File: config.mk
export PLATFORM = sky130hd
export DESIGN_NAME = enc_channel
export DESIGN_NICKNAME = d
export VERILOG_FILES = /design/src/rtl/enc_channel_pkg.sv /design/src/rtl/enc_debounce.sv /design/src/rtl/enc_channel.sv
export SDC_FILE = /design/constraint.sdc
export NUM_CORES = 1
export LEC_CHECK = 0
export CAP_MARGIN = 5
export CORE_MARGIN = 3
export CORE_UTILIZATION = 40
export CTS_CLUSTER_DIAMETER = 150
export DETAILED_ROUTE_END_ITERATION = 10
export SYNTH_ARGS = -nofsm -noshare
export SYNTH_HDL_FRONTEND = slang
export SYNTH_SLANG_ARGS = --single-unit
File: constraint.sdc
create_clock -name sysclk -period 13.35 [get_ports sysclk]
set_input_delay 2.67 -clock sysclk [delete_from_list [all_inputs] [get_ports sysclk]]
set_output_delay 2.67 -clock sysclk [all_outputs]
set_load 0.03 [all_outputs]
File: src/rtl/enc_channel_pkg.sv
// Shared constants and field helpers for the quadrature encoder channel.
// Period fields are {dir, sat, count}; the count saturates at CNT_MAX.
package enc_channel_pkg;

    localparam logic [23:0] ENC_MIDRANGE = 24'h800000;
    localparam int          CNT_W        = 30;

    localparam int FLD_DIR     = 31;
    localparam int FLD_SAT     = 30;
    localparam int FLD_CNT_MSB = 29;

    typedef logic [CNT_W-1:0] perd_cnt_t;

    localparam perd_cnt_t CNT_MAX = '1;

    function automatic perd_cnt_t sat_inc(input perd_cnt_t v);
        return (v == CNT_MAX) ? v : v + perd_cnt_t'(1);
    endfunction

    function automatic logic [31:0] pack_fld(input logic dir, input logic sat, input perd_cnt_t cnt);
        logic [31:0] f;
        f                  = '0;
        f[FLD_DIR]         = dir;
        f[FLD_SAT]         = sat;
        f[FLD_CNT_MSB:0]   = cnt;
        return f;
    endfunction

endpackage

File: src/rtl/enc_debounce.sv
// Two-flop synchronizer plus stability counter; output follows input after 2 + 2**DEB_BITS clocks.
// No flow control: free-running per clock.
module enc_debounce #(
    parameter int DEB_BITS = 2
) (
    input  logic sysclk,
    input  logic reset,
    input  logic raw,
    output logic filt
);

    logic                sync1;
    logic                sync2;
    logic [DEB_BITS-1:0] cnt;

    always_ff @(posedge sysclk or posedge reset) begin
        if (reset) begin
            sync1 <= 1'b0;
            sync2 <= 1'b0;
            cnt   <= '0;
            filt  <= 1'b0;
        end else begin
            sync1 <= raw;
            sync2 <= sync1;
            // Any return to the filtered level restarts the stability window.
            if (sync2 == filt) begin
                cnt <= '0;
            end else if (&cnt) begin
                filt <= sync2;
                cnt  <= '0;
            end else begin
                cnt <= cnt + DEB_BITS'(1);
            end
        end
    end

endmodule

File: src/rtl/enc_channel.sv
// Quadrature encoder channel: debounced A/B, 24-bit position with sticky wrap flag, edge-period history.
// Count/dir update one clock after a filtered edge; period outputs one clock later. No backpressure.
module enc_channel
    import enc_channel_pkg::*;
#(
    parameter int DEB_BITS = 2
) (
    input  logic        sysclk,
    input  logic        reset,
    input  logic        enc_a,
    input  logic        enc_b,
    input  logic        set_enc,
    input  logic [23:0] preload,
    output logic        a_filt,
    output logic        b_filt,
    output logic [24:0] quad_data,
    output logic        dir,
    output logic [31:0] perd_data,
    output logic [31:0] qtr1_data,
    output logic [31:0] qtr5_data,
    output logic [31:0] run_data
);

    logic        a_prev;
    logic        b_prev;
    logic [23:0] count;
    logic        ovf;

    perd_cnt_t   run;
    perd_cnt_t   q1, q2, q3, q4, q5;

    logic        edge_a;
    logic        edge_b;
    logic        edge_ok;
    logic        dir_new;
    logic        reversal;

    logic [CNT_W+1:0] perd_sum;
    logic             perd_sat;
    perd_cnt_t        perd_cnt;

    enc_debounce #(.DEB_BITS(DEB_BITS)) u_deb_a (
        .sysclk (sysclk),
        .reset  (reset),
        .raw    (enc_a),
        .filt   (a_filt)
    );

    enc_debounce #(.DEB_BITS(DEB_BITS)) u_deb_b (
        .sysclk (sysclk),
        .reset  (reset),
        .raw    (enc_b),
        .filt   (b_filt)
    );

    // Simultaneous A and B changes carry no direction information and are discarded,
    // as is any edge coinciding with a preload.
    always_comb begin
        edge_a   = a_filt ^ a_prev;
        edge_b   = b_filt ^ b_prev;
        edge_ok  = (edge_a ^ edge_b) & ~set_enc;
        dir_new  = a_filt ^ b_prev;
        reversal = edge_ok & (dir_new != dir);
    end

    always_ff @(posedge sysclk or posedge reset) begin
        if (reset) begin
            a_prev <= 1'b0;
            b_prev <= 1'b0;
            count  <= ENC_MIDRANGE;
            ovf    <= 1'b0;
            dir    <= 1'b0;
        end else begin
            a_prev <= a_filt;
            b_prev <= b_filt;
            if (set_enc) begin
                count <= preload;
                ovf   <= 1'b0;
            end else if (edge_ok) begin
                dir <= dir_new;
                if (dir_new) begin
                    count <= count + 24'd1;
                    if (&count) ovf <= 1'b1;
                end else begin
                    count <= count - 24'd1;
                    if (count == 24'd0) ovf <= 1'b1;
                end
            end
        end
    end

    always_ff @(posedge sysclk or posedge reset) begin
        if (reset) begin
            run <= '0;
            q1  <= CNT_MAX;
            q2  <= CNT_MAX;
            q3  <= CNT_MAX;
            q4  <= CNT_MAX;
            q5  <= CNT_MAX;
        end else if (edge_ok) begin
            run <= '0;
            q1  <= sat_inc(run);
            // Intervals measured before a reversal do not describe the new motion.
            if (reversal) begin
                q2 <= CNT_MAX;
                q3 <= CNT_MAX;
                q4 <= CNT_MAX;
                q5 <= CNT_MAX;
            end else begin
                q2 <= q1;
                q3 <= q2;
                q4 <= q3;
                q5 <= q4;
            end
        end else begin
            run <= sat_inc(run);
        end
    end

    always_comb begin
        perd_sum = {2'b00, q1} + {2'b00, q2} + {2'b00, q3} + {2'b00, q4};
        perd_sat = (q1 == CNT_MAX) || (q2 == CNT_MAX) || (q3 == CNT_MAX) || (q4 == CNT_MAX)
                   || (perd_sum > {2'b00, CNT_MAX});
        perd_cnt = perd_sat ? CNT_MAX : perd_sum[CNT_W-1:0];
    end

    always_ff @(posedge sysclk or posedge reset) begin
        if (reset) begin
            perd_data <= pack_fld(1'b0, 1'b1, CNT_MAX);
            qtr1_data <= pack_fld(1'b0, 1'b1, CNT_MAX);
            qtr5_data <= pack_fld(1'b0, 1'b1, CNT_MAX);
        end else begin
            perd_data <= pack_fld(dir, perd_sat, perd_cnt);
            qtr1_data <= pack_fld(dir, q1 == CNT_MAX, q1);
            qtr5_data <= pack_fld(dir, q5 == CNT_MAX, q5);
        end
    end

    assign quad_data = {ovf, count};
    assign run_data  = pack_fld(dir, run == CNT_MAX, run);

endmodule

# Yosys cells after proc, flatten, opt, wreduce, memory -nomap -nowiden
# Cells that the tools add are included.
[totals]
reg_bits = 314
inputBits = 29
word_cells = 83
[classes]
n_addsub = 8
order_cmp = 1
n_eq_ne = 10
n_mux = 19
bitwise_logic = 9
reduce_logical = 14
[op_table]
columns = ["cell", "n"]
rows = [
  ["$mux W30", 7],
  ["$eq A30 B30 Y1 const B", 6],
  ["$mux W24", 3],
  ["$add A31 B30 Y32", 1],
  ["$add A32 B30 Y32", 1],
  ["$gt A32 B30 Y1 const B", 1],
  ["$add A30 B30 Y31", 1],
  ["$add A30 B1 Y30 const B", 1],
  ["$add A24 B1 Y24 const B", 1],
  ["$logic_not A24 Y1", 1],
  ["$reduce_and A24 Y1", 1],
  ["$sub A24 B1 Y24 const B", 1],
  ["$reduce_and A3 Y1", 3],
  ["$mux W2", 4],
  ["$reduce_and A2 Y1", 3],
  ["$mux W1", 5],
  ["$add A2 B1 Y2 const B", 2],
  ["$logic_or A1 B1 Y1", 4],
  ["$xor A1 B1 Y1", 4],
  ["$ne A3 B2 Y1 const B", 1],
  ["$not A1 Y1", 3],
  ["$reduce_bool A3 Y1", 1],
  ["$and A1 B1 Y1", 2],
  ["$eq A1 B1 Y1", 2],
  ["other kinds (2)", 2],
]

# Logic depth before layout (Yosys ltp)
# Gate-level depths: netlist of run 1.
[logic_depth]
word_depth = 6
depth_mapped = 17

# By module
# A second synthesis of run 1 with hierarchy kept.
[hier_totals]
cells_unflattened = 1656
hier_area_um2 = 16463.3
[by_module_without_submodules]
columns = ["mod", "n_inst", "cells_per_inst", "area_each_um2", "seq_area_each_um2"]
rows = [
  ["enc_channel", 1, 1632, 16102.9, 7862.5],
  ["enc_debounce", 2, 12, 180.2, 125.1],
]

# Worst setup path after synthesis of run 1
# Ideal clock, no wire load.
[synth_path]
path_kind = "reg-to-output"
startpoint = "reg run[12]"
endpoint = "out run_data[30]"
t_arrival_ps = 2173
t_required_ps = 10680
slack_ps = 8507
path_stages_with_launch = 8
path_cell_list = "dfrtp_1 -> nand4_1 -> or2_2 -> buf_2 -> or3_1 -> or3_1 -> buf_6 -> inv_1"
[synth_between]
elab_chain_cells = 1
[synth_rtl]
columns = ["element", "line_no", "text"]
rows = [
  ["start, declared", "enc_channel.sv:29", "perd_cnt_t run;"],
  ["start signal, assigned", "enc_channel.sv:116", "run <= sat_inc(run);"],
  ["$eq A30 B30 Y1", "enc_channel.sv:140", "assign run_data = pack_fld(dir, run == CNT_MAX, run);"],
  ["end, declared", "enc_channel.sv:21", "output logic [31:0] run_data"],
]
# Every way passes these cells.

# Final worst setup path of run 1
[layout_path]
startpoint = "reg run[3]"
endpoint = "out run_data[30]"
# The elaborated chain is that of the path after synthesis.

==> results of run 1 <==
==> worst min-delay path by stage <==
| stage | endpoint | slack, ns | start | cells past startpoint |
|---|---|---|---|---|
| after floorplan | u_deb_a.sync2$_DFF_PP0_ | 0.33 | u_deb_a.sync1$_DFF_PP0_ | 0 |
| after global placement | u_deb_b.sync2$_DFF_PP0_ | 0.33 | u_deb_b.sync1$_DFF_PP0_ | 0 |
| after detailed placement | u_deb_b.sync2$_DFF_PP0_ | 0.33 | u_deb_b.sync1$_DFF_PP0_ | 0 |
| after CTS | u_deb_a.sync2$_DFF_PP0_ | 0.35 | u_deb_a.sync1$_DFF_PP0_ | 0 |
| after global routing | u_deb_a.sync2$_DFF_PP0_ | 0.37 | u_deb_a.sync1$_DFF_PP0_ | 0 |
| final | u_deb_a.sync2$_DFF_PP0_ | 0.35 | u_deb_a.sync1$_DFF_PP0_ | 0 |
==> cell type report <==
| class | count | area (um^2) | share of cell area, % |
|---|---|---|---|
| inverter | 185 | 702 | 3.52 |
| clock inverter | 12 | 125 | 0.628 |
| clock buffer | 54 | 1150 | 5.75 |
| timing repair buffer | 194 | 1930 | 9.68 |
| tap | 525 | 657 | 3.30 |
| multi-input combinational | 1075 | 7260 | 36.4 |
| sequential | 312 | 8110 | 40.7 |
==> critical path: cells and delay by family (launching register included) <==
| family | cells | cell delay [ns] |
|---|---|---|
| AND/OR/NAND/NOR | 4 | 1.35 |
| flip-flops | 1 | 0.47 |
| buffers and inverters | 2 | 0.84 |
==> per-layer routing <==
layer / share of wire (%) / track usage [%] / routed length [um]
met1: 47 / 28.6 / 20000
met2: 45 / 29.6 / 18900
met3: 6.0 / 3.95 / 2550
met4: 2.2 / 5.46 / 913
met5: 0 / 0 / 0
==> sequential cells by signal, summed over array words and instances (netlist names), 2 cells and up <==
register     flops
count           24
perd_data       32
q1              30
q2              30
q3              30
q4              30
q5              30
qtr1_data       31
qtr5_data       31
run             30
u_deb_a.cnt      2
u_deb_b.cnt      2
==> placed cells by master, fill, tap and decap left out, types with 19 or more instances in the layout <==
master and instances:
xnor2_1 34, dfstp_2 244, nor2_1 73, nand4_1 59, o21a_1 19, o21ai_0 275
dfrtp_1 68, inv_1 182, a21oi_1 56, xor2_1 37, clkdlybuf4s50_1 184, clkbuf_16 42
a21o_1 24, nand3_1 31, fa_1 61, ha_1 56, nand2_1 188
==> kinds of logic (layout without fill, tap and decap cells) <==
family,after synthesis,after routing
adders and majority gates,117,117
DFF,312,312
and+or+nand+nor,445,445
AOI/OAI and AO/OA,432,432
muxes,8,8
buffers and inverters,260,445
xor gates and xnor gates,73,73
==> metrics by stage <==
| step | setup WS [ns] | instances | cell area, um^2 | hold WS (ns) |
|---|---|---|---|---|
| finish | 7.47 | 2357 | 19900 | 0.348 |
| CTS | 7.45 | 2357 | 19900 | 0.350 |
| global route | 7.35 | 2357 | 19900 | 0.369 |
| detailed placement | 7.87 | 2291 | 18700 | 0.335 |
| global placement | 7.95 | 2291 | 18700 | 0.332 |
| floorplan | 2.45 | 1647 | 16400 | 0.331 |
==> out/results.tsv, run 1 <==
metric	value	unit
post_cts resized	0	
vias in the first global route	12330	
Req. time, crit path	10.68	ns
Avg Cell Area, Syn	9.94	um^2
num ports	185	
Final Critical Period	5.88	ns
max_cap viols	0	
simple-gate area share of the yosys netlist	12.9	%
vias per cell	5.21	
setup TNS	0	ns
Post-Synth XOR/XNOR Area	3.91	%
Clock Path Buffers	3	
WL final	42400	um
Ant. Diodes	0	
post-synth net total	1793	
Crit. End Element	output pin	
Area contributors post-synth	dfstp_2 39%, dfrtp_1 10%, o21ai_0 8.4%	
worst-margin pin slew	1.11	ns
most common cell in the netlist	o21ai_0	
crit-path max FO	7	
top cell type by total area after synthesis	dfstp_2	
worst min path class	flop to flop	
clk slew on worst S/H paths	0.06	ns
Setup Viol. Count Final	0	
cell count after synthesis	1647	
Compound-Gate Fraction of Synth Area	15.0	%
Total Die Area	43400	um^2
r2r endpoint	perd_data[9]$_DFF_PP1_	
Starting Density	40.8	%
Tcrit/Tclk final	44.1	%
largest net degree at the start of global routing	190	
post-DR wirelength/cell	18.0	um
clk_lat worst skew	0.55	ns
area of the mapped netlist	16400	um^2
1st-iter DRT viols	934	
GPL Wtd Cong	0.917	
Slew HR	26.2	%
# Post-CTS Setup Buffers	0	
nature of the critical path startpoint	flop	
CP peak stage delay	0.69	ns
CTS Hold Buffers Added	0	
Post-Synth Adder-Cell Area	11.7	%
RSZ-0062 raised after global routing	no	
CTS Sinks	312	
top cells by count, synth	275 x o21ai_0, 244 x dfstp_2, 189 x nand2_1	
DRC	0	
Seq/Total Area, Yosys	49.6	%
start point of the critical path	run[3]$_DFF_PP0_	
PortBufs	184	
Yosys cell types	61	
via count	12269	
Hold Vio Cnt, Final	0	
# H-tree levels	2	
clk_skew	0.0226	ns
status	completed	
f_max	0.170	GHz
# nets final	1951	
CTS tree	built	
first-pass GRT wire length	68800	um
Ys Warns	0	
Slew Limit Fails	0	
Primary FF master, synth	dfstp_2	
number of buffers created by CTS	37	
crit path cell chain	and4_1, nand4_1, or3_1, or3_1, inv_1, clkdlybuf4s50_1	
R2R Setup Slk	8.43	ns
Critical Path AT	3.21	ns
CTS root buf	clkbuf_16	
Post-synth EDFFs	0	
ys async rst share	100	%
Antenna Nets Post-Route	0	
area grow syn2layout	21.8	%
Die Y	208	um
fill cell count	3735	
Crit Reg-Reg Startpoint	q1[1]$_DFFE_PP1P_	
Post-DP HPWL	30400	um
main combinational cell family by area after synthesis	compound AO/OA/AOI/OAI gates	
Die W	208	um
mux share of post-synthesis cell area	0.535	%
Synth top area share	39.2	%
Detailed Routing Iterations Pass 1	5	
reg2reg path depth	16	
antenna violations before repair	0	
layout cell share with drive strength beyond 1	18.4	%
final core utilization	49.7	%
cell mode on critical path	or3_1	
Yosys reg bits	312	
Remaining Overflow, GRT	0	
CP Class	flop to output pin	
Core Region	40100	um^2
crit path to	run_data[30]	
CP max-delay cell	clkdlybuf4s50_1	
gr usage total	19.5	%
Std-Cell Rows	73	
Power of run 1 is left out: the tool's default activity adds up to more than one toggle a clock period on the data nets, which glitch-free logic cannot reach.
==> run 2: changes to the inputs <==
==> constraint.sdc (replaced) <==
create_clock -name sysclk -period 5.4 [get_ports sysclk]
set_input_delay 1.08 -clock sysclk [delete_from_list [all_inputs] [get_ports sysclk]]
set_output_delay 1.08 -clock sysclk [all_outputs]
set_load 0.03 [all_outputs]
==> run 2 against run 1 <==
  * Via count up 1.2%
  * Core utilization up 0.21 points
  * Flip-flop and latch count unchanged
  * Highest routed layer unchanged
==> out/results.tsv, run 2 (synthesis results as in run 1) <==
metric	value	unit
status	completed	
gr usage total	20.0	%
crit path cell chain	inv_1, fa_1, inv_1, fa_1, ha_1, fa_1, a211o_1, a211oi_1, o32ai_1, a21bo_2, a21boi_0, o21ai_0, a21boi_0, xor2_1, nand2_1	
Remaining Overflow, GRT	0	
vias per cell	5.26	
# Post-CTS Setup Buffers	0	
vias in the first global route	12582	
Crit Reg-Reg Startpoint	q1[1]$_DFFE_PP1P_	
Hold Vio Cnt, Final	0	
clk slew on worst S/H paths	0.06	ns
cell mode on critical path	fa_1	
GPL Wtd Cong	0.914	
largest net degree at the start of global routing	232	
start point of the critical path	q1[1]$_DFFE_PP1P_	
f_max	0.211	GHz
CTS Hold Buffers Added	0	
first-pass GRT wire length	70100	um
# H-tree levels	2	
CP Class	flop to flop	
CTS Sinks	312	
1st-iter DRT viols	951	
Slew HR	25.1	%
max_cap viols	0	
Post-DP HPWL	31800	um
worst min path class	flop to flop	
clk_skew	0.0169	ns
antenna violations before repair	0	
Clock Path Buffers	3	
Detailed Routing Iterations Pass 1	5	
CP max-delay cell	dfstp_2	
most frequent cells in the layout	275 x o21ai_0, 244 x dfstp_2, 188 x nand2_1, 184 x clkdlybuf4s50_1, 182 x inv_1	
Crit. End Element	flop	
clk_lat worst skew	0.54	ns
RSZ-0062 raised after global routing	no	
Largest register FFs	32	
largest registers	perd_data (32), qtr1_data (31), qtr5_data (31)	
Die Y	208	um
nature of the critical path startpoint	flop	
CTS root buf	clkbuf_16	
CTS tree	built	
Ant. Diodes	0	
post-DR wirelength/cell	18.6	um
num ports	185	
Core Region	40100	um^2
setup TNS	0	ns
DRC	0	
HP Start	u_deb_b.sync1$_DFF_PP0_	
WL final	43900	um
register name with the most flops	perd_data	
CP peak stage delay	0.58	ns
crit-path max FO	5	
layout cell share with drive strength beyond 1	18.7	%
area grow syn2layout	22.3	%
Antenna Nets Post-Route	0	
number of buffers created by CTS	37	
Tcrit/Tclk final	87.6	%
Req. time, crit path	5.85	ns
# nets final	1956	
most common cell after layout, fill and taps aside	o21ai_0	
Total Die Area	43400	um^2
Critical Path AT	5.18	ns
Setup Viol. Count Final	0	
Std-Cell Rows	73	
PortBufs	184	
worst-margin pin slew	1.12	ns
Final Critical Period	4.73	ns
final core utilization	49.9	%
Starting Density	40.8	%
post_cts resized	0	
Slew Limit Fails	0	
Die W	208	um
via count	12418	
==> run 2: final timing paths <==
path                            slack, ns  cells after the start                 endpoint
worst max-delay path                 0.67                     15  perd_data[25]$_DFF_PP1_
worst min-delay path                 0.35                      0  u_deb_b.sync2$_DFF_PP0_
worst max register to register       0.67                     15  perd_data[25]$_DFF_PP1_
worst min register to register       0.35                      0  u_deb_b.sync2$_DFF_PP0_
max in group asynchronous            3.40                      3  perd_data[29]$_DFF_PP1_
min in group asynchronous            0.98                      2     count[0]$_DFFE_PP0P_
==> run 2: area by class of cell <==
type	count	area, um^2
Fill cell	3742	20100
Sequential cell	312	8110
Multi-Input combinational cell	1075	7260
Timing Repair Buffer	199	2000
Clock buffer	53	1100
Inverter	185	698
Tap cell	525	657
Clock inverter	14	184
==> run 2: critical path: cells and delay by family (launching register included) <==
family          cells  cell delay [ns]
compound gates      7             1.99
buf+inv             2             0.15
xor+xnor            1             0.16
flops               1             0.58
fa+ha+maj           4             1.72
simple gates        1             0.07
==> run 2: per-stage QoR <==
| stage | hold WS, ns | instance area [um^2] | setup slack (ns) | cells |
|---|---|---|---|---|
| after CTS | 0.352 | 20000 | 0.705 | 2363 |
| after global placement | 0.332 | 18700 | 0.811 | 2296 |
| final | 0.349 | 20000 | 0.671 | 2363 |
| after floorplan | 0.331 | 16400 | 0.364 | 1647 |
| after global routing | 0.354 | 20000 | 0.342 | 2363 |
| after detailed placement | 0.338 | 18700 | 0.727 | 2296 |
==> run 2: routing by layer <==
| metal | GRT usage, % | up-vias | share of wire (%) |
|---|---|---|---|
| met5 | 0 | - | 0 |
| met4 | 5.60 | 0 | 2.3 |
| met3 | 3.78 | 65 | 5.6 |
| met2 | 30.5 | 335 | 44 |
| met1 | 29.4 | 6130 | 48 |
| li1 | - | 5888 | - |
Power of run 2 is left out for the same reason.
